$ cat src/rtl/board_io_ctrl.sv
// board_io_ctrl: synchronised + debounced buttons/switches with press/release pulses and
// registered RGB LED drive. Define BOARD_IO_PWM_EN to add global PWM brightness dimming.
module board_io_ctrl #(
  parameter int NUM_BTN         = 4,
  parameter int NUM_SW          = 4,
  parameter int NUM_RGB         = 4,
  parameter int DEBOUNCE_CYCLES = 1250000,
  parameter int PWM_BITS        = 8
) (
  input  logic                   clk,
  input  logic                   reset,
  input  logic [NUM_BTN-1:0]     btn_in,
  input  logic [NUM_SW-1:0]      sw_in,
  output logic [NUM_BTN-1:0]     btn_level,
  output logic [NUM_BTN-1:0]     btn_press,
  output logic [NUM_BTN-1:0]     btn_release,
  output logic [NUM_SW-1:0]      sw_level,
  input  logic [3*NUM_RGB-1:0]   rgb_on,
  input  logic [PWM_BITS-1:0]    brightness,
  output logic [3*NUM_RGB-1:0]   rgb_out
);

  localparam int NUM_CH = NUM_BTN + NUM_SW;
  localparam int CNT_W  = (DEBOUNCE_CYCLES > 1) ? $clog2(DEBOUNCE_CYCLES + 1) : 1;
  localparam logic [CNT_W-1:0] CNT_LAST = CNT_W'(DEBOUNCE_CYCLES - 1);

  logic [NUM_CH-1:0]    raw_in;
  logic [NUM_CH-1:0]    sync1_q, sync2_q;
  logic [NUM_CH-1:0]    deb_level;
  logic [NUM_CH-1:0]    level_q;
  logic [NUM_BTN-1:0]   press_q, release_q;
  logic [3*NUM_RGB-1:0] rgb_q, rgb_d;

  // Buttons occupy the low channels, switches the high ones.
  assign raw_in = {sw_in, btn_in};

  always_ff @(posedge clk or posedge reset) begin
    if (reset) begin
      sync1_q <= '0;
      sync2_q <= '0;
    end else begin
      sync1_q <= raw_in;
      sync2_q <= sync1_q;
    end
  end

  for (genvar gi = 0; gi < NUM_CH; gi++) begin : g_deb
    logic [CNT_W-1:0] cnt_q, cnt_d;
    logic             lvl_q, lvl_d;

    // Counter only runs while the input disagrees with the accepted level.
    always_comb begin
      cnt_d = '0;
      lvl_d = lvl_q;
      if (sync2_q[gi] != lvl_q) begin
        if (cnt_q == CNT_LAST) begin
          lvl_d = sync2_q[gi];
        end else begin
          cnt_d = cnt_q + 1'b1;
        end
      end
    end

    always_ff @(posedge clk or posedge reset) begin
      if (reset) begin
        cnt_q <= '0;
        lvl_q <= 1'b0;
      end else begin
        cnt_q <= cnt_d;
        lvl_q <= lvl_d;
      end
    end

    assign deb_level[gi] = lvl_q;
  end

  // Output stage: level and edge pulses are registered together so a pulse
  // coincides with the first cycle the new level is visible.
  always_ff @(posedge clk or posedge reset) begin
    if (reset) begin
      level_q   <= '0;
      press_q   <= '0;
      release_q <= '0;
    end else begin
      level_q   <= deb_level;
      press_q   <= deb_level[NUM_BTN-1:0] & ~level_q[NUM_BTN-1:0];
      release_q <= ~deb_level[NUM_BTN-1:0] & level_q[NUM_BTN-1:0];
    end
  end

  assign btn_level   = level_q[NUM_BTN-1:0];
  assign sw_level    = level_q[NUM_CH-1:NUM_BTN];
  assign btn_press   = press_q;
  assign btn_release = release_q;

`ifdef BOARD_IO_PWM_EN
  logic [PWM_BITS-1:0] pwm_cnt_q;
  logic                pwm_lit;

  always_ff @(posedge clk or posedge reset) begin
    if (reset) begin
      pwm_cnt_q <= '0;
    end else begin
      pwm_cnt_q <= pwm_cnt_q + 1'b1;
    end
  end

  // All-ones brightness means fully on, not (2^N-1)/2^N duty.
  assign pwm_lit = (&brightness) || (pwm_cnt_q < brightness);
  assign rgb_d   = rgb_on & {(3*NUM_RGB){pwm_lit}};
`else
  logic unused_brightness;
  assign unused_brightness = ^brightness;
  assign rgb_d = rgb_on;
`endif

  always_ff @(posedge clk or posedge reset) begin
    if (reset) begin
      rgb_q <= '0;
    end else begin
      rgb_q <= rgb_d;
    end
  end

  assign rgb_out = rgb_q;

endmodule

$ cat config.mk
export PLATFORM = sky130hd
export DESIGN_NAME = board_io_ctrl
export DESIGN_NICKNAME = d
export VERILOG_FILES = /design/src/rtl/board_io_ctrl.sv
export SDC_FILE = /design/constraint.sdc
export NUM_CORES = 1
export LEC_CHECK = 0
export CORE_UTILIZATION = 60
export CTS_CLUSTER_DIAMETER = 200
export CTS_CLUSTER_SIZE = 14
export DETAILED_ROUTE_END_ITERATION = 6
export PLACE_DENSITY = 0.83
export SLEW_MARGIN = 20
export SYNTH_ARGS = -nofsm -noshare
export SYNTH_HDL_FRONTEND = slang
export SYNTH_SLANG_ARGS = --single-unit
$ cat constraint.sdc
create_clock -name clk -period 11.65 [get_ports clk]
set_input_delay 1.7475 -clock clk [delete_from_list [all_inputs] [get_ports clk]]
set_output_delay 1.7475 -clock clk [all_outputs]
set_load 0.01 [all_outputs]
Word level (Yosys, flattened, before mapping)
Cells that the tools add are included.

Add/sub/neg operators: 8. Eq/ne operators: 16. Multiplexer cells: 16. Bitwise logic cells: 4. Reductions and logical operators: 8.

Operators by type and width (number): $mux 21 (16); $add 21x1->21 const B (8); $eq 21x21->1 const B (8); $reduce_and 2->1 (8); $and 4x4->4 (2); $ne 1x1->1 (8); $not 4->4 (2).

Bits in registers: 220. Input bits: 30. Output and inout bits: 28. Logic and storage cells: 74.

Logic depth before layout (Yosys ltp)
Gate-level depths: netlist (run 1).

Word-level depth: 3. Depth in mapped cells: 7. Gate-level depth less buffers: 5.

Least setup slack after synthesis (run 1)
OpenSTA, ideal clock, no wires.

Kind: register -> output. Start: reg level_q[0]. End: out btn_level[0]. Arrival: 0.391 ns. Required time: 9.903 ns. Slack: 9.512 ns. Cell stages (with the launch flop): 1. Path buffers: 0. Cell sequence: dfrtp_1.

RTL lines: start, declared (RTL line 30) `logic [NUM_CH-1:0] level_q;`; start signal, assigned (RTL line 85) `level_q <= deb_level;`; end, declared (RTL line 14) `output logic [NUM_BTN-1:0] btn_level,`.

No word-level cell between the ends.

==> results of run 1 <==
==> worst register-to-register path, stage by stage (launching register included) <==
cell                      delay, ps
sky130_fd_sc_hd__dfrtp_1        420
sky130_fd_sc_hd__or4b_1         530
sky130_fd_sc_hd__or4_1          520
sky130_fd_sc_hd__o21ai_1        520
sky130_fd_sc_hd__buf_4          300
sky130_fd_sc_hd__nor2_1          70
==> logic make-up after synthesis <==
logic type,synth area share (%)
compound gates,6.148
xor+xnor,9.612
fa+ha+maj,0.9896
buf+inv,2.202
flops,54.43
mux,0.8907
simple gates,25.73
==> power by group through the flow <==
stage | clock network [mW] | registers, mW | logic (mW)
finish | 0.569 | 0.785 | 0.0517
global route | 0.615 | 0.786 | 0.0594
CTS | 0.585 | 0.785 | 0.0540
detailed placement | 0 | 0.799 | 0.0535
global placement | 0 | 0.798 | 0.0520
floorplan | 0 | 0.798 | 0.0303
==> metrics by stage <==
step                      setup slack, ps  cell area [µm²]  std cells  hold slack (ps)
after CTS                            8170            11330       1255            349.5
after floorplan                      3881            10110        986            331.2
after detailed placement             7662            10820       1234            336.3
after global routing                 7908            11330       1255            360.3
final                                8338            11330       1255            349.9
after global placement               7664            10820       1234            331.4
==> metal layers <==
layer	share of wire, %	wire (µm)
met1	45	8666
met2	49	9346
met3	4.1	772
met4	1.4	275
met5	0	0
==> cell type report <==
class,count,area share (%)
clock buffers,19,4.195
clock inverters,2,0.3422
inverters,26,0.9273
multi-input cells,712,38.75
flip-flops and latches,220,48.57
well taps,220,2.429
repair buffers,56,4.791
==> sequential cells by signal, indices dropped and copies added, names as in the netlist <==
register / flops
btn_press: 4
btn_release: 4
g_deb.cnt_q: 168
g_deb.lvl_q: 8
level_q: 8
rgb_out: 12
sync1_q: 8
sync2_q: 8
==> layout by cell type, fill, tap and decap left out, drive strengths merged, types with 3 or more instances in the layout <==
cell type,instances
dfrtp,220
nor2,125
xnor2,60
nand2,59
nand3,55
xor2,51
clkdlybuf4s50,49
a21oi,48
nand4,46
or4,36
or3,31
o21ai,31
inv,27
nor4,26
nor3,24
o31ai,23
clkbuf,19
and3,17
and4,16
and2,14
nor2b,8
mux2,8
ha,8
buf,7
nor4b,6
nor3b,4
nand4b,4
nor4bb,3
==> worst paths after layout <==
path,startpoint,end,slack (ps),cells past startpoint
worst max-delay path,reset,g_deb[6].cnt_q[3]$_DFF_PP0_,8340,3
worst min-delay path,sync1_q[3]$_DFF_PP0_,sync2_q[3]$_DFF_PP0_,350,0
worst max register to register,g_deb[5].cnt_q[13]$_DFF_PP0_,g_deb[5].cnt_q[9]$_DFF_PP0_,9190,5
worst min register to register,sync1_q[3]$_DFF_PP0_,sync2_q[3]$_DFF_PP0_,350,0
max in group clk,level_q[3]$_DFF_PP0_,btn_level[3],8480,1
min in group asynchronous,reset,sync1_q[1]$_DFF_PP0_,1820,2
==> impl_metrics.csv, run 1 <==
group,metric,value,unit
outcome,run_status,"complete, no violations",
pwr,power.total,1.406,mW
critical_path,cp-end-kind,"async pin",
floorplan,fp-row-count,47,
sta,finalHoldViolations,0,
critical_path,crit_chain,"clkdlybuf4s50_1 > inv_8 > buf_4",
floorplan,chipHeight,131.8,µm
sta,worst_clock_skew,17.89,ps
critical_path,path_delay_family,"buffers and inverters",
route,detail_route.drc_violations,0,
floorplan,fp.dieW,131.8,µm
critical_path,crit_buf_inv,3,
grt,maximum_number_of_pins_on_one_net_before_global_route_repair,148,
route,avgViaCountPerCell,5.974,
sta,slew_headroom,34.08,%
floorplan,number_of_top_level_design_ports,58,
pwr,pwr-share-comb,3.7,%
flow_run,drv_cap,0,
placed_design,dp_hpwl,12330,µm
grt,grt-busiest-layer,"met2",
sta,layout_worst_path_cycle_share,28.43,%
placed_design,numPortBuffers,49,
synthesis,synth.yosys.seq_area_share,54.43,%
sta,tightest_slew,988.8,ps
pwr,power.share.clock,40.5,%
cts,clk_pin_slew,60,ps
synthesis,synthesis.area,0.01011,mm²
grt,grt_pass1_vias,7301,
layout,n_fill_cell,1231,
sta,rsz_0062_raised_after_global_routing,"false",
pwr,internal-power,1.107,mW
synthesis,post_synth_most_frequent_cells,"220 x sky130_fd_sc_hd__dfrtp_1, 125 x sky130_fd_sc_hd__nor2_1, 60 x sky130_fd_sc_hd__xnor2_1",
pwr,power.ir.vdd_worst,121.8,µV
cts,clock-sinks,220,
grt,grt_antenna_before_repair,0,
critical_path,critPathArrivalTime,3800,ps
sta,maxSlewViolCount,0,
synthesis,ys_top_cells_by_area,"sky130_fd_sc_hd__dfrtp_1 54%, sky130_fd_sc_hd__xnor2_1 5.2%, sky130_fd_sc_hd__nor2_1 4.6%",
grt,gr-total-overflow,0,
synthesis,postSynthNetCount,1024,
cts,root_buffer,"sky130_fd_sc_hd__clkbuf_16",
synthesis,ys_seq_elements,220,
critical_path,crit_path_slowest_cell,"sky130_fd_sc_hd__buf_4",
grt,overall_fraction_of_global_route_tracks_in_use,22.88,%
critical_path,worst_ep_required_time,12140,ps
cts,cts_hold_buf,0,
sta,max_freq,301.9,MHz
cts,worstSkewPairLatency,490,ps
cts,ctsLongestPathBuffers,3,
route,detailedRoute.firstPassIterationCount,5,
sta,final.min_clock_period,3312,ps
critical_path,cp_slowest_stage_delay,820,ps
synthesis,synth-main-ff-cell,"sky130_fd_sc_hd__dfrtp_1",
critical_path,path_class,"in2async",
route,detail_route.wl_per_cell,15.19,µm
cts,postCtsResizedCells,0,
pwr,power.share.switching,21.26,%
synthesis,count_of_mapped_cells_out_of_synthesis,986,
floorplan,core_box_area,0.01652,mm²
sta,timing.setup.tns,0,ps
critical_path,startpoint_type,"input port",
grt,groute.layer.met3.usage,3.652,%
critical_path,crit_fanout,147,
cts,cts_setup_buffers,0,
route,antenna_left,0,
layout,area.sequential,0.005505,mm²
synthesis,ys_async_sr_fraction,100.0,%
pwr,power_frac_seq,55.8,%
grt,gr-usage-met2,37.36,%
cts,tritoncts.num_buffers,19,
floorplan,die_area,0.01738,mm²
layout,final_core_util,68.59,%
placed_design,globalplace.congestion,0.8386,
layout,area_growth_from_synthesis_to_layout,12.06,%
pwr,powerDensity,124.0,mW/mm²
pwr,switching_power,298.8,µW
grt,global_route_wire_length_before_repair,33670,µm
sta,setup_violations,0,
synthesis,portion_of_synthesized_cell_area_occupied_by_the_leading_cell_type,54.43,%
synthesis,yosysMostFrequentCell,"sky130_fd_sc_hd__dfrtp_1",
synthesis,library_cell_with_the_largest_summed_area_after_synthesis,"sky130_fd_sc_hd__dfrtp_1",
route,via_count,7497,
synthesis,synthesis.area_per_instance,10.26,µm²
synthesis,synth-warning-count,0,
layout,drive_above_1_share,4.541,%
synthesis,synth_edf_count,0,
cts,cts_tree,"done",
layout,multi_input_comb_area,0.004392,mm²
synthesis,netlist-cell-type-count,45,
cts,clock_tree.htree_level_count,1,
route,drt-initial-drc-count,513,
grt,grtUsageMet1,32.13,%
pwr,power.leakage,4.591,nW
worst_hold_path,worstHoldPathType,"reg2reg",
layout,insertedDiodeCount,0,
floorplan,initial_core_util,61.21,%
route,finalWirelength,19060,µm
layout,layout.nets,1073,
Note: power is estimated with default switching activity, not from simulation.
==> run 2: changes to the inputs <==
clock period = 3.2 ns   (was 11.65 ns; I/O delays follow)
==> impl_metrics.csv, run 2 (synthesis results as in run 1) <==
group,metric,value,unit
pwr,pwr-share-comb,3.8,%
layout,area_growth_from_synthesis_to_layout,12.42,%
pwr,power.share.clock,40.4,%
sta,tightest_slew,774.5,ps
sta,finalHoldViolations,0,
flow_run,drv_cap,0,
route,drt-initial-drc-count,458,
layout,commonest_cells_after_routing_fill_and_taps_aside,"220 x sky130_fd_sc_hd__dfrtp_1, 125 x sky130_fd_sc_hd__nor2_1, 60 x sky130_fd_sc_hd__xnor2_1, 59 x sky130_fd_sc_hd__nand2_1, 55 x sky130_fd_sc_hd__nand3_1",
route,detail_route.wl_per_cell,15.30,µm
pwr,power_frac_seq,55.9,%
grt,grt_antenna_before_repair,0,
pwr,power.total,5.116,mW
cts,clock_tree.htree_level_count,1,
cts,cts_setup_buffers,0,
pwr,powerDensity,449.9,mW/mm²
grt,grt_pass1_vias,7321,
route,avgViaCountPerCell,5.935,
route,antenna_left,0,
pwr,power.ir.vdd_worst,389.4,µV
floorplan,number_of_top_level_design_ports,58,
cts,worstSkewPairLatency,490,ps
grt,overall_fraction_of_global_route_tracks_in_use,22.93,%
floorplan,die_area,0.01738,mm²
sta,max_freq,425.9,MHz
sta,maxSlewViolCount,0,
route,detail_route.drc_violations,0,
cts,clock-sinks,220,
sta,timing.setup.tns,0,ps
cts,tritoncts.num_buffers,19,
route,detailedRoute.firstPassIterationCount,5,
sta,slew_headroom,48.37,%
route,finalWirelength,19230,µm
pwr,switching_power,1.082,mW
critical_path,cp-end-kind,"register",
critical_path,startpoint_type,"register",
cts,clk_pin_slew,70,ps
cts,ctsLongestPathBuffers,3,
critical_path,worst_ep_required_time,3560,ps
outcome,run_status,"complete, no violations",
sta,worst_clock_skew,12.78,ps
layout,layout.cells.most_common,"sky130_fd_sc_hd__dfrtp_1",
layout,largest_register,"g_deb.cnt_q",
grt,gr-total-overflow,0,
cts,cts_hold_buf,0,
cts,cts_tree,"done",
critical_path,crit_fanout,15,
sta,setup_violations,0,
critical_path,path_class,"reg2reg",
critical_path,critPathArrivalTime,2710,ps
layout,insertedDiodeCount,0,
layout,n_fill_cell,1229,
sta,final.min_clock_period,2348,ps
cts,postCtsResizedCells,0,
route,via_count,7460,
layout,layout.nets,1075,
worst_hold_path,worstHoldPathType,"reg2reg",
floorplan,core_box_area,0.01652,mm²
cts,root_buffer,"sky130_fd_sc_hd__clkbuf_16",
floorplan,chipHeight,131.8,µm
grt,global_route_wire_length_before_repair,33630,µm
placed_design,numPortBuffers,49,
placed_design,globalplace.congestion,0.8538,
sta,layout_worst_path_cycle_share,73.38,%
floorplan,initial_core_util,61.21,%
placed_design,dp_hpwl,12750,µm
grt,maximum_number_of_pins_on_one_net_before_global_route_repair,91,
floorplan,fp.dieW,131.8,µm
layout,largest_register_ffs,168,
pwr,internal-power,4.034,mW
layout,drive_above_1_share,4.725,%
sta,rsz_0062_raised_after_global_routing,"false",
pwr,power.leakage,4.603,nW
floorplan,fp-row-count,47,
pwr,power.share.switching,21.16,%
run 2: changes by cell type in the layout (fill, tap and decap cells not counted):
cell                         change
sky130_fd_sc_hd__clkinvlp_4      +1
sky130_fd_sc_hd__buf_12          +2
sky130_fd_sc_hd__inv_8           -1
run 2: worst max-delay path: stages, from the launching register on:
cell and delay (ps):
sky130_fd_sc_hd__dfrtp_1 420, sky130_fd_sc_hd__or4b_1 530, sky130_fd_sc_hd__or4_1 500, sky130_fd_sc_hd__o21ai_1 390
sky130_fd_sc_hd__buf_4 300, sky130_fd_sc_hd__nor2_1 80
run 2: final cells by class:
cell class                      count  area [µm²]  area share (%)
Clock inverter                      2       38.79          0.3411
Inverter                           26       101.3          0.8913
Tap cell                          220       275.3           2.421
Sequential cell                   220        5505           48.42
Clock buffer                       19       475.5           4.181
Multi-Input combinational cell    712        4392           38.62
Timing Repair Buffer               58       583.1           5.128
run 2: power groups by stage:
stage	sequential (mW)	clock, mW	combinational (mW)
detailed placement	2.91	0	0.198
global placement	2.91	0	0.194
floorplan	2.91	0	0.111
finish	2.86	2.06	0.193
CTS	2.86	2.13	0.200
global route	2.86	2.22	0.222
run 2: per-layer routing:
layer	track usage, %	wire length, µm	share of wire [%]
met1	31.54	8493	44
met5	0	0	0
met4	4.974	310	1.6
met2	38.74	9614	50
met3	3.460	811	4.2
run 2: per-stage QoR:
stage	setup slack, ps	hold WS (ps)	std cells	utilization, %	cell area (µm²)
floorplan	-148.1	331.2	986	-	10120
global placement	921.3	331.7	1236	65.70	10860
detailed placement	874.4	337.1	1236	65.70	10860
CTS	870.1	351.4	1257	68.81	11370
global route	646.3	355.6	1257	68.81	11370
finish	851.9	348.3	1257	68.81	11370
run 2: path summary, 6_finish.rpt:
path,startpoint,endpoint,slack (ps),cells after the start
setup / recovery,g_deb[5].cnt_q[13]$_DFF_PP0_,g_deb[5].cnt_q[4]$_DFF_PP0_,850,5
hold / removal,sync1_q[1]$_DFF_PP0_,sync2_q[1]$_DFF_PP0_,350,0
setup reg to reg,g_deb[5].cnt_q[13]$_DFF_PP0_,g_deb[5].cnt_q[4]$_DFF_PP0_,850,5
hold reg to reg,sync1_q[1]$_DFF_PP0_,sync2_q[1]$_DFF_PP0_,350,0
max in group asynchronous,reset,g_deb[6].cnt_q[6]$_DFF_PP0_,2270,3
min in group asynchronous,reset,sync1_q[2]$_DFF_PP0_,500,3
